`src/rtl/core_pkg.sv`:
```
// Shared types, constants and datapath helpers for the multi-cycle core.
// Holds the FSM state enum, ARM cond/opcode codes, shifters and the ALU.
package core_pkg;

    typedef enum logic [2:0] {
        FETCH,
        DECODE,
        EXECUTE,
        WRITEBACK,
        HALT
    } state_t;

    localparam logic [3:0] COND_EQ = 4'h0;
    localparam logic [3:0] COND_NE = 4'h1;
    localparam logic [3:0] COND_CS = 4'h2;
    localparam logic [3:0] COND_CC = 4'h3;
    localparam logic [3:0] COND_MI = 4'h4;
    localparam logic [3:0] COND_PL = 4'h5;
    localparam logic [3:0] COND_VS = 4'h6;
    localparam logic [3:0] COND_VC = 4'h7;
    localparam logic [3:0] COND_HI = 4'h8;
    localparam logic [3:0] COND_LS = 4'h9;
    localparam logic [3:0] COND_GE = 4'hA;
    localparam logic [3:0] COND_LT = 4'hB;
    localparam logic [3:0] COND_GT = 4'hC;
    localparam logic [3:0] COND_LE = 4'hD;
    localparam logic [3:0] COND_AL = 4'hE;
    localparam logic [3:0] COND_NV = 4'hF;

    localparam logic [3:0] OP_AND = 4'h0;
    localparam logic [3:0] OP_EOR = 4'h1;
    localparam logic [3:0] OP_SUB = 4'h2;
    localparam logic [3:0] OP_RSB = 4'h3;
    localparam logic [3:0] OP_ADD = 4'h4;
    localparam logic [3:0] OP_ADC = 4'h5;
    localparam logic [3:0] OP_SBC = 4'h6;
    localparam logic [3:0] OP_RSC = 4'h7;
    localparam logic [3:0] OP_TST = 4'h8;
    localparam logic [3:0] OP_TEQ = 4'h9;
    localparam logic [3:0] OP_CMP = 4'hA;
    localparam logic [3:0] OP_CMN = 4'hB;
    localparam logic [3:0] OP_ORR = 4'hC;
    localparam logic [3:0] OP_MOV = 4'hD;
    localparam logic [3:0] OP_BIC = 4'hE;
    localparam logic [3:0] OP_MVN = 4'hF;

    typedef struct packed {
        logic [31:0] res;
        logic [3:0]  nzcv;
    } alu_out_t;

    // TST/TEQ/CMP/CMN: flags only, no Rd write
    function automatic logic is_compare(input logic [3:0] op);
        return op[3:2] == 2'b10;
    endfunction

    function automatic logic is_arith(input logic [3:0] op);
        return (op >= OP_SUB && op <= OP_RSC) ||
               (op == OP_CMP) || (op == OP_CMN);
    endfunction

    // imm8 rotated right by twice the 4-bit rotate field
    function automatic logic [31:0] immediate_shifter(input logic [11:0] imm);
        logic [31:0] v;
        logic [5:0]  rot;
        v   = {24'd0, imm[7:0]};
        rot = {1'b0, imm[11:8], 1'b0};
        return (v >> rot) | (v << (6'd32 - rot));
    endfunction

    function automatic logic [31:0] shifter(
        input logic [31:0] v,
        input logic [1:0]  typ,
        input logic [4:0]  amt
    );
        logic [5:0]  a;
        logic [31:0] r;
        a = {1'b0, amt};
        case (typ)
            2'b00:   r = v << a;
            2'b01:   r = v >> a;
            2'b10:   r = $unsigned($signed(v) >>> a);
            default: r = (v >> a) | (v << (6'd32 - a));
        endcase
        return r;
    endfunction

    // Every arithmetic op is folded onto x + y + ci so C/V come
    // from one adder; for subtracts C is the ARM not-borrow.
    function automatic alu_out_t alu(
        input logic [3:0]  op,
        input logic [31:0] a,
        input logic [31:0] b,
        input logic        cin
    );
        logic [31:0] x;
        logic [31:0] y;
        logic        ci;
        logic [32:0] s;
        logic [31:0] r;
        logic        v;
        alu_out_t    o;
        x  = a;
        y  = b;
        ci = 1'b0;
        case (op)
            OP_SUB, OP_CMP: begin y = ~b; ci = 1'b1; end
            OP_RSB:         begin x = b; y = ~a; ci = 1'b1; end
            OP_ADC:         ci = cin;
            OP_SBC:         begin y = ~b; ci = cin; end
            OP_RSC:         begin x = b; y = ~a; ci = cin; end
            default:        ci = 1'b0;
        endcase
        s = {1'b0, x} + {1'b0, y} + {32'd0, ci};
        v = (x[31] == y[31]) && (s[31] != x[31]);
        case (op)
            OP_AND, OP_TST: r = a & b;
            OP_EOR, OP_TEQ: r = a ^ b;
            OP_ORR:         r = a | b;
            OP_MOV:         r = b;
            OP_BIC:         r = a & ~b;
            OP_MVN:         r = ~b;
            default:        r = s[31:0];
        endcase
        o.res  = r;
        o.nzcv = {r[31], (r == 32'd0), s[32], v};
        return o;
    endfunction

endpackage

```
`src/rtl/core_multicycle_cond.sv`:
```
// cond_check: evaluates an ARM condition field against NZCV.
// Ports: i_cond (IR[31:28]), i_nzcv {N,Z,C,V}, o_pass (execute).
module cond_check
    import core_pkg::*;
(
    input  logic [3:0] i_cond,
    input  logic [3:0] i_nzcv,
    output logic       o_pass
);

    logic w_n;
    logic w_z;
    logic w_c;
    logic w_v;

    assign {w_n, w_z, w_c, w_v} = i_nzcv;

    always_comb begin
        o_pass = 1'b0;
        case (i_cond)
            COND_EQ: o_pass = w_z;
            COND_NE: o_pass = !w_z;
            COND_CS: o_pass = w_c;
            COND_CC: o_pass = !w_c;
            COND_MI: o_pass = w_n;
            COND_PL: o_pass = !w_n;
            COND_VS: o_pass = w_v;
            COND_VC: o_pass = !w_v;
            COND_HI: o_pass = w_c && !w_z;
            COND_LS: o_pass = !w_c || w_z;
            COND_GE: o_pass = (w_n == w_v);
            COND_LT: o_pass = (w_n != w_v);
            COND_GT: o_pass = !w_z && (w_n == w_v);
            COND_LE: o_pass = w_z || (w_n != w_v);
            COND_AL: o_pass = 1'b1;
            COND_NV: o_pass = 1'b0;
            default: o_pass = 1'b0;
        endcase
    end

endmodule

```
`src/rtl/core_multicycle.sv`:
```
// core_multicycle: FETCH/DECODE/EXECUTE/WRITEBACK ARM data-processing core
// with NZCV, condition codes and halt on undefined encodings.
// Ports: clk, reset_ni (async, active-low); imem_req_o/imem_addr_o out,
// imem_valid_i/imem_rdata_i in; flags_o {N,Z,C,V}; retired_o pulse per
// instruction; halted_o sticky halt. Macro CORE_BRANCH_EN adds B/BL.
module core_multicycle
    import core_pkg::*;
#(
    parameter int                  PC_WIDTH = 8,
    parameter logic [PC_WIDTH-1:0] RESET_PC = '0
) (
    input  logic                clk,
    input  logic                reset_ni,
    output logic                imem_req_o,
    output logic [PC_WIDTH-1:0] imem_addr_o,
    input  logic                imem_valid_i,
    input  logic [31:0]         imem_rdata_i,
    output logic [3:0]          flags_o,
    output logic                retired_o,
    output logic                halted_o
);

    state_t              r_state;
    state_t              w_state_nxt;
    logic                r_req;
    logic                w_req_nxt;
    logic [PC_WIDTH-1:0] r_pc;
    logic [31:0]         r_ir;
    logic [3:0]          r_flags;
    logic [31:0]         r_res;
    logic [3:0]          r_nzcv;
    logic                r_pass;
    logic [31:0]         r_rf [0:14];

    logic                w_ir_we;
    logic                w_ex_we;
    logic                w_wb;

    logic [3:0]          w_cond;
    logic [3:0]          w_op;
    logic                w_s;
    logic [3:0]          w_rn;
    logic [3:0]          w_rd;
    logic [3:0]          w_rs;
    logic [3:0]          w_rm;

    logic [PC_WIDTH-1:0] w_pc4;
    logic [PC_WIDTH-1:0] w_pc8;
    logic [PC_WIDTH-1:0] w_br_tgt;
    logic [PC_WIDTH-1:0] w_pc_nxt;
    logic [31:0]         w_pc_src;
    logic [31:0]         w_rn_val;
    logic [31:0]         w_rm_val;
    logic [31:0]         w_rs_val;
    logic [4:0]          w_amt;
    logic [31:0]         w_op_b;
    alu_out_t            w_alu;
    logic                w_pass;
    logic                w_is_br;
    logic                w_undef;

    logic                w_wr_rd;
    logic                w_rf_we;
    logic                w_pc_wr;
    logic                w_fl_we;
    logic                w_lr_we;

    assign w_cond = r_ir[31:28];
    assign w_op   = r_ir[24:21];
    assign w_s    = r_ir[20];
    assign w_rn   = r_ir[19:16];
    assign w_rd   = r_ir[15:12];
    assign w_rs   = r_ir[11:8];
    assign w_rm   = r_ir[3:0];

    assign w_pc4    = r_pc + PC_WIDTH'(4);
    assign w_pc8    = r_pc + PC_WIDTH'(8);
    assign w_pc_src = 32'(w_pc8);

`ifdef CORE_BRANCH_EN
    assign w_is_br  = (r_ir[27:25] == 3'b101);
    assign w_br_tgt = PC_WIDTH'(w_pc_src +
                      {{6{r_ir[23]}}, r_ir[23:0], 2'b00});
`else
    assign w_is_br  = 1'b0;
    assign w_br_tgt = w_pc4;
`endif

    assign w_undef = (r_ir[27:26] != 2'b00) && !w_is_br;

    // R15 as a source reads PC+8
    always_comb begin
        w_rn_val = (w_rn == 4'hF) ? w_pc_src : r_rf[w_rn];
        w_rm_val = (w_rm == 4'hF) ? w_pc_src : r_rf[w_rm];
        w_rs_val = (w_rs == 4'hF) ? w_pc_src : r_rf[w_rs];
    end

    assign w_amt  = r_ir[4] ? 5'(w_rs_val) : r_ir[11:7];
    assign w_op_b = r_ir[25] ? immediate_shifter(r_ir[11:0])
                             : shifter(w_rm_val, r_ir[6:5], w_amt);
    assign w_alu  = alu(w_op, w_rn_val, w_op_b, r_flags[1]);

    cond_check u_cond (
        .i_cond (w_cond),
        .i_nzcv (r_flags),
        .o_pass (w_pass)
    );

    assign w_wr_rd = w_wb && r_pass && !w_is_br && !is_compare(w_op);
    assign w_rf_we = w_wr_rd && (w_rd != 4'hF);
    assign w_pc_wr = w_wr_rd && (w_rd == 4'hF);
    assign w_fl_we = w_wb && r_pass && !w_is_br &&
                     (w_s || is_compare(w_op));
    assign w_lr_we = w_wb && r_pass && w_is_br && r_ir[24];

    always_comb begin
        w_pc_nxt = w_pc4;
        if (w_pc_wr) begin
            w_pc_nxt = PC_WIDTH'(r_res) & ~PC_WIDTH'(3);
        end else if (w_is_br && r_pass) begin
            w_pc_nxt = w_br_tgt;
        end
    end

    always_ff @(posedge clk or negedge reset_ni) begin
        if (!reset_ni) begin
            r_state <= FETCH;
        end else begin
            r_state <= w_state_nxt;
        end
    end

    always_comb begin
        w_state_nxt = r_state;
        w_req_nxt   = r_req;
        w_ir_we     = 1'b0;
        w_ex_we     = 1'b0;
        w_wb        = 1'b0;
        case (r_state)
            FETCH: begin
                // valid only counts once the request is visible
                if (r_req && imem_valid_i) begin
                    w_ir_we     = 1'b1;
                    w_req_nxt   = 1'b0;
                    w_state_nxt = DECODE;
                end else begin
                    w_req_nxt = 1'b1;
                end
            end
            DECODE: begin
                w_state_nxt = w_undef ? HALT : EXECUTE;
            end
            EXECUTE: begin
                w_ex_we     = 1'b1;
                w_state_nxt = WRITEBACK;
            end
            WRITEBACK: begin
                w_wb        = 1'b1;
                w_req_nxt   = 1'b1;
                w_state_nxt = FETCH;
            end
            HALT: begin
                w_req_nxt = 1'b0;
            end
            default: begin
                w_req_nxt   = 1'b0;
                w_state_nxt = HALT;
            end
        endcase
    end

    always_ff @(posedge clk or negedge reset_ni) begin
        if (!reset_ni) begin
            r_req   <= 1'b0;
            r_pc    <= RESET_PC;
            r_ir    <= '0;
            r_flags <= '0;
            r_res   <= '0;
            r_nzcv  <= '0;
            r_pass  <= 1'b0;
            for (int i = 0; i < 15; i++) begin
                r_rf[i] <= '0;
            end
        end else begin
            r_req <= w_req_nxt;
            if (w_ir_we) begin
                r_ir <= imem_rdata_i;
            end
            if (w_ex_we) begin
                r_res  <= w_alu.res;
                r_nzcv <= w_alu.nzcv;
                r_pass <= w_pass;
            end
            if (w_wb) begin
                r_pc <= w_pc_nxt;
            end
            // logical ops keep C,V
            if (w_fl_we) begin
                r_flags <= is_arith(w_op) ? r_nzcv
                                          : {r_nzcv[3:2], r_flags[1:0]};
            end
            if (w_rf_we) begin
                r_rf[w_rd] <= r_res;
            end
            if (w_lr_we) begin
                r_rf[14] <= 32'(w_pc4);
            end
        end
    end

    assign imem_req_o  = r_req;
    assign imem_addr_o = r_pc;
    assign flags_o     = r_flags;
    assign retired_o   = (r_state == WRITEBACK);
    assign halted_o    = (r_state == HALT);

endmodule

```
`config.mk`:
```
export PLATFORM = sky130hd
export DESIGN_NAME = core_multicycle
export DESIGN_NICKNAME = d
export VERILOG_FILES = /design/src/rtl/core_pkg.sv /design/src/rtl/core_multicycle_cond.sv /design/src/rtl/core_multicycle.sv
export SDC_FILE = /design/constraint.sdc
export NUM_CORES = 2
export LEC_CHECK = 0
export ABC_CLOCK_PERIOD_IN_PS = 19500
export BUFFER_PORTS_ARGS = -buffer_cell sky130_fd_sc_hd__buf_2
export CAP_MARGIN = 10
export CORE_ASPECT_RATIO = 0.9
export CORE_MARGIN = 1.5
export CORE_UTILIZATION = 50
export DETAILED_ROUTE_END_ITERATION = 8
export PLACE_DENSITY = 0.66
export SLEW_MARGIN = 40
export SYNTH_ARGS = -nofsm -noshare
export SYNTH_HDL_FRONTEND = slang
export SYNTH_SLANG_ARGS = --single-unit
```
`constraint.sdc`:
```
create_clock -name clk -period 19.5 [get_ports clk]
set_input_delay 3.9 -clock clk [delete_from_list [all_inputs] [get_ports clk]]
set_output_delay 3.9 -clock clk [all_outputs]
set_load 0.005 [all_outputs]
```
==> results.json <==
{
  "antenna_found_initial": 13,
  "synth.distinct_cells": 114,
  "rsz0062_at_grt": "false",
  "cts_sinks": 562,
  "synth_ff_type": "dfrtp_1",
  "fp.dieH_um": 280,
  "place_congestion": 1.11,
  "synthTopCellsByArea": "dfrtp_1, mux2_2, mux4_2, mux2i_1, a21oi_1",
  "nNetsFinal": 4162,
  "setup_viol": 0,
  "routedWlPerCell_um": 34.6,
  "ios": 50,
  "grt-ovfl-total": 0,
  "io_buffer_count": 47,
  "cts_tree": "yes",
  "finClkSkew_ns": 0.0220,
  "dr.pass1.iters": 6,
  "ant_nets": 0,
  "insertion_delay_ns": 0.66,
  "syn_inst": 4178,
  "synth_edf_count": 0,
  "endpoint_kind": "flop",
  "crit_path_frequent_cell": "o21ai_0",
  "h-tree-depth": 2,
  "start_util_pct": 50.4,
  "layout-drive-gt1-share_pct": 28.1,
  "synth_area_per_cell_um2": 10.2,
  "min_period_ns": 10.93,
  "cp-start-kind": "flop",
  "cts-root-buf": "clkbuf_16",
  "rrSetupSlack_ns": 8.57,
  "clkTransAtPathRegs_ns": 0.06,
  "die_w_um": 310,
  "dr_total_vias": 37835,
  "hold_viol_final": 0,
  "fin_crit_sh_pct": 56.0,
  "worst_pin_slew_ns": 1.00,
  "cts_hold_buf": 0,
  "ys_ff_latch": 562,
  "first_global_vias": 35751,
  "syn-cell-area_mm2": 0.0425,
  "grt_max_degree": 92,
  "cts-resized-gates": 0,
  "final_max_slew_viol_count": 0,
  "path_class": "reg -> reg",
  "synth.largest_area_cell": "dfrtp_1",
  "cp_slowest_stage_delay_ns": 0.62,
  "layout_commonest_cell": "dfrtp_1",
  "dpl.hpwl_mm": 127,
  "die-area_mm2": 0.0867,
  "drt_iter0_drc": 5097,
  "rows": 101,
  "via_per_inst": 7.22,
  "cp-endpoint": "r_nzcv[2]",
  "critical_path_required_ns": 20.08,
  "grt_pass1_wl_mm": 261,
  "cp_data_arrival_time_ns": 11.51,
  "yosys_warnings": 0,
  "tns_ns": 0,
  "max_slew_margin_pct": 33.2,
  "cts_setup_buffers": 0,
  "setup_ws_ns": 8.57,
  "core_mm2": 0.0843,
  "synth_top_area_share_pct": 33.1,
  "clock_path_buffers": 3,
  "hold_class": "reg -> reg",
  "rr_endpoint": "r_nzcv[2]",
  "drcViolationCount": 0,
  "synth-seq-area-share_pct": 33.1,
  "fmax_mhz": 91.5,
  "cts_made_buffers": 59,
  "final_cell_mix": "dfrtp_1, mux2_2, nand2_1",
  "drt-total-wl_mm": 181,
  "area_growth_syn_to_layout_pct": 8.17,
  "cp_slowest_cell": "mux4_2",
  "cap_violations": 0,
  "grtUsageTotal_pct": 41.5,
  "status": "completed",
  "async_reset_ff_share_pct": 100,
  "r2r-start": "r_ir[8]",
  "critPathMaxFanout": 50,
  "setup.worst_path.start": "r_ir[8]",
  "worstRegToRegCells": 35,
  "post-place-ws_ns": 9.22
}
==> per-stage QoR <==
step / area, µm² / std cells / hold WS (ns) / util (%)
finish: 46000 / 5237 / 0.501 / 54.5
global placement: 43600 / 5123 / 0.475 / 51.7
global route: 45900 / 5234 / 0.534 / 54.5
CTS: 45900 / 5231 / 0.501 / 54.4
floorplan: 42500 / 4179 / 0.445 / -
detailed placement: 43800 / 5126 / 0.487 / 51.9
==> metal layers <==
layer  track usage [%]  vias to the layer above  wire, µm
met5                 0                        -        63
met4              18.1                        8      9200
met3              12.9                      485     20900
met2              59.4                     2310     76300
met1              57.7                    19277     74900
li1                  -                    15755         -
==> worst min-delay path by stage <==
stage                   start         to  slack (ns)  depth (start not counted)
finish              r_rf[286]  r_rf[286]        0.50                          2
CTS                 r_rf[286]  r_rf[286]        0.50                          2
global placement    r_rf[400]  r_rf[400]        0.48                          2
global route        r_rf[397]  r_rf[397]        0.53                          1
floorplan           r_nzcv[0]  r_nzcv[0]        0.44                          2
detailed placement  r_rf[286]  r_rf[286]        0.49                          2
==> critical path: cells and delay by family (launching register included) <==
kind / cells / cell delay [ns]
fa+ha+maj: 2 / 0.80
buf+inv: 6 / 1.83
compound gates: 18 / 5.00
simple gates: 6 / 1.63
xor+xnor: 1 / 0.15
flops: 1 / 0.34
mux: 2 / 1.03
==> synth_stat cells, types with 27 or more instances <==
| library cell | number |
|---|---|
| dfrtp_1 | 562 |
| mux2_2 | 496 |
| nand2_1 | 336 |
| nor2_1 | 271 |
| a21oi_1 | 267 |
| o21ai_0 | 266 |
| mux4_2 | 219 |
| clkbuf_1 | 218 |
| mux2i_1 | 194 |
| nor3_1 | 121 |
| nand3_1 | 75 |
| inv_1 | 74 |
| ha_1 | 68 |
| buf_2 | 66 |
| o211ai_1 | 52 |
| a211oi_1 | 42 |
| o22ai_1 | 39 |
| buf_1 | 38 |
| a31oi_1 | 35 |
| a21o_1 | 30 |
| o221ai_1 | 29 |
| o31ai_1 | 27 |
==> final cells by class <==
class                           instances  area, µm²
Antenna cell                            3       7.51
Clock inverter                         24        383
Sequential cell                       562      14100
Tap cell                             1133       1420
Timing Repair Buffer                  178       1350
Inverter                               81        304
Clock buffer                           81       1720
Multi-Input combinational cell       3175      26700
Fill cell                            7387      38300
==> sequential cells by signal, summed over array words and instances (netlist names) <==
signal	flops
r_nzcv	3
r_rf	480
r_res	32
imem_req_o	1
flags_o	4
r_state	3
r_pass	1
r_ir	32
imem_addr_o	6
==> logic make-up (layout without fill, tap and decap cells) <==
group                    after synthesis  in the layout  synth area share (%)
AND/OR/NAND/NOR                     1024           1024                  11.2
other                                  1              5               0.00883
adder cells (fa/ha/maj)               70             70                  2.10
multiplexers                         928            928                  30.4
AO/OA/AOI/OAI                       1115           1115                  17.7
flip-flops                           562            562                  33.1
XOR/XNOR                              36             36                 0.742
buffers and inverters                442            364                  4.73
Power is left out: the tool's default activity adds up to more than one toggle a clock period on the data nets, which glitch-free logic cannot reach.
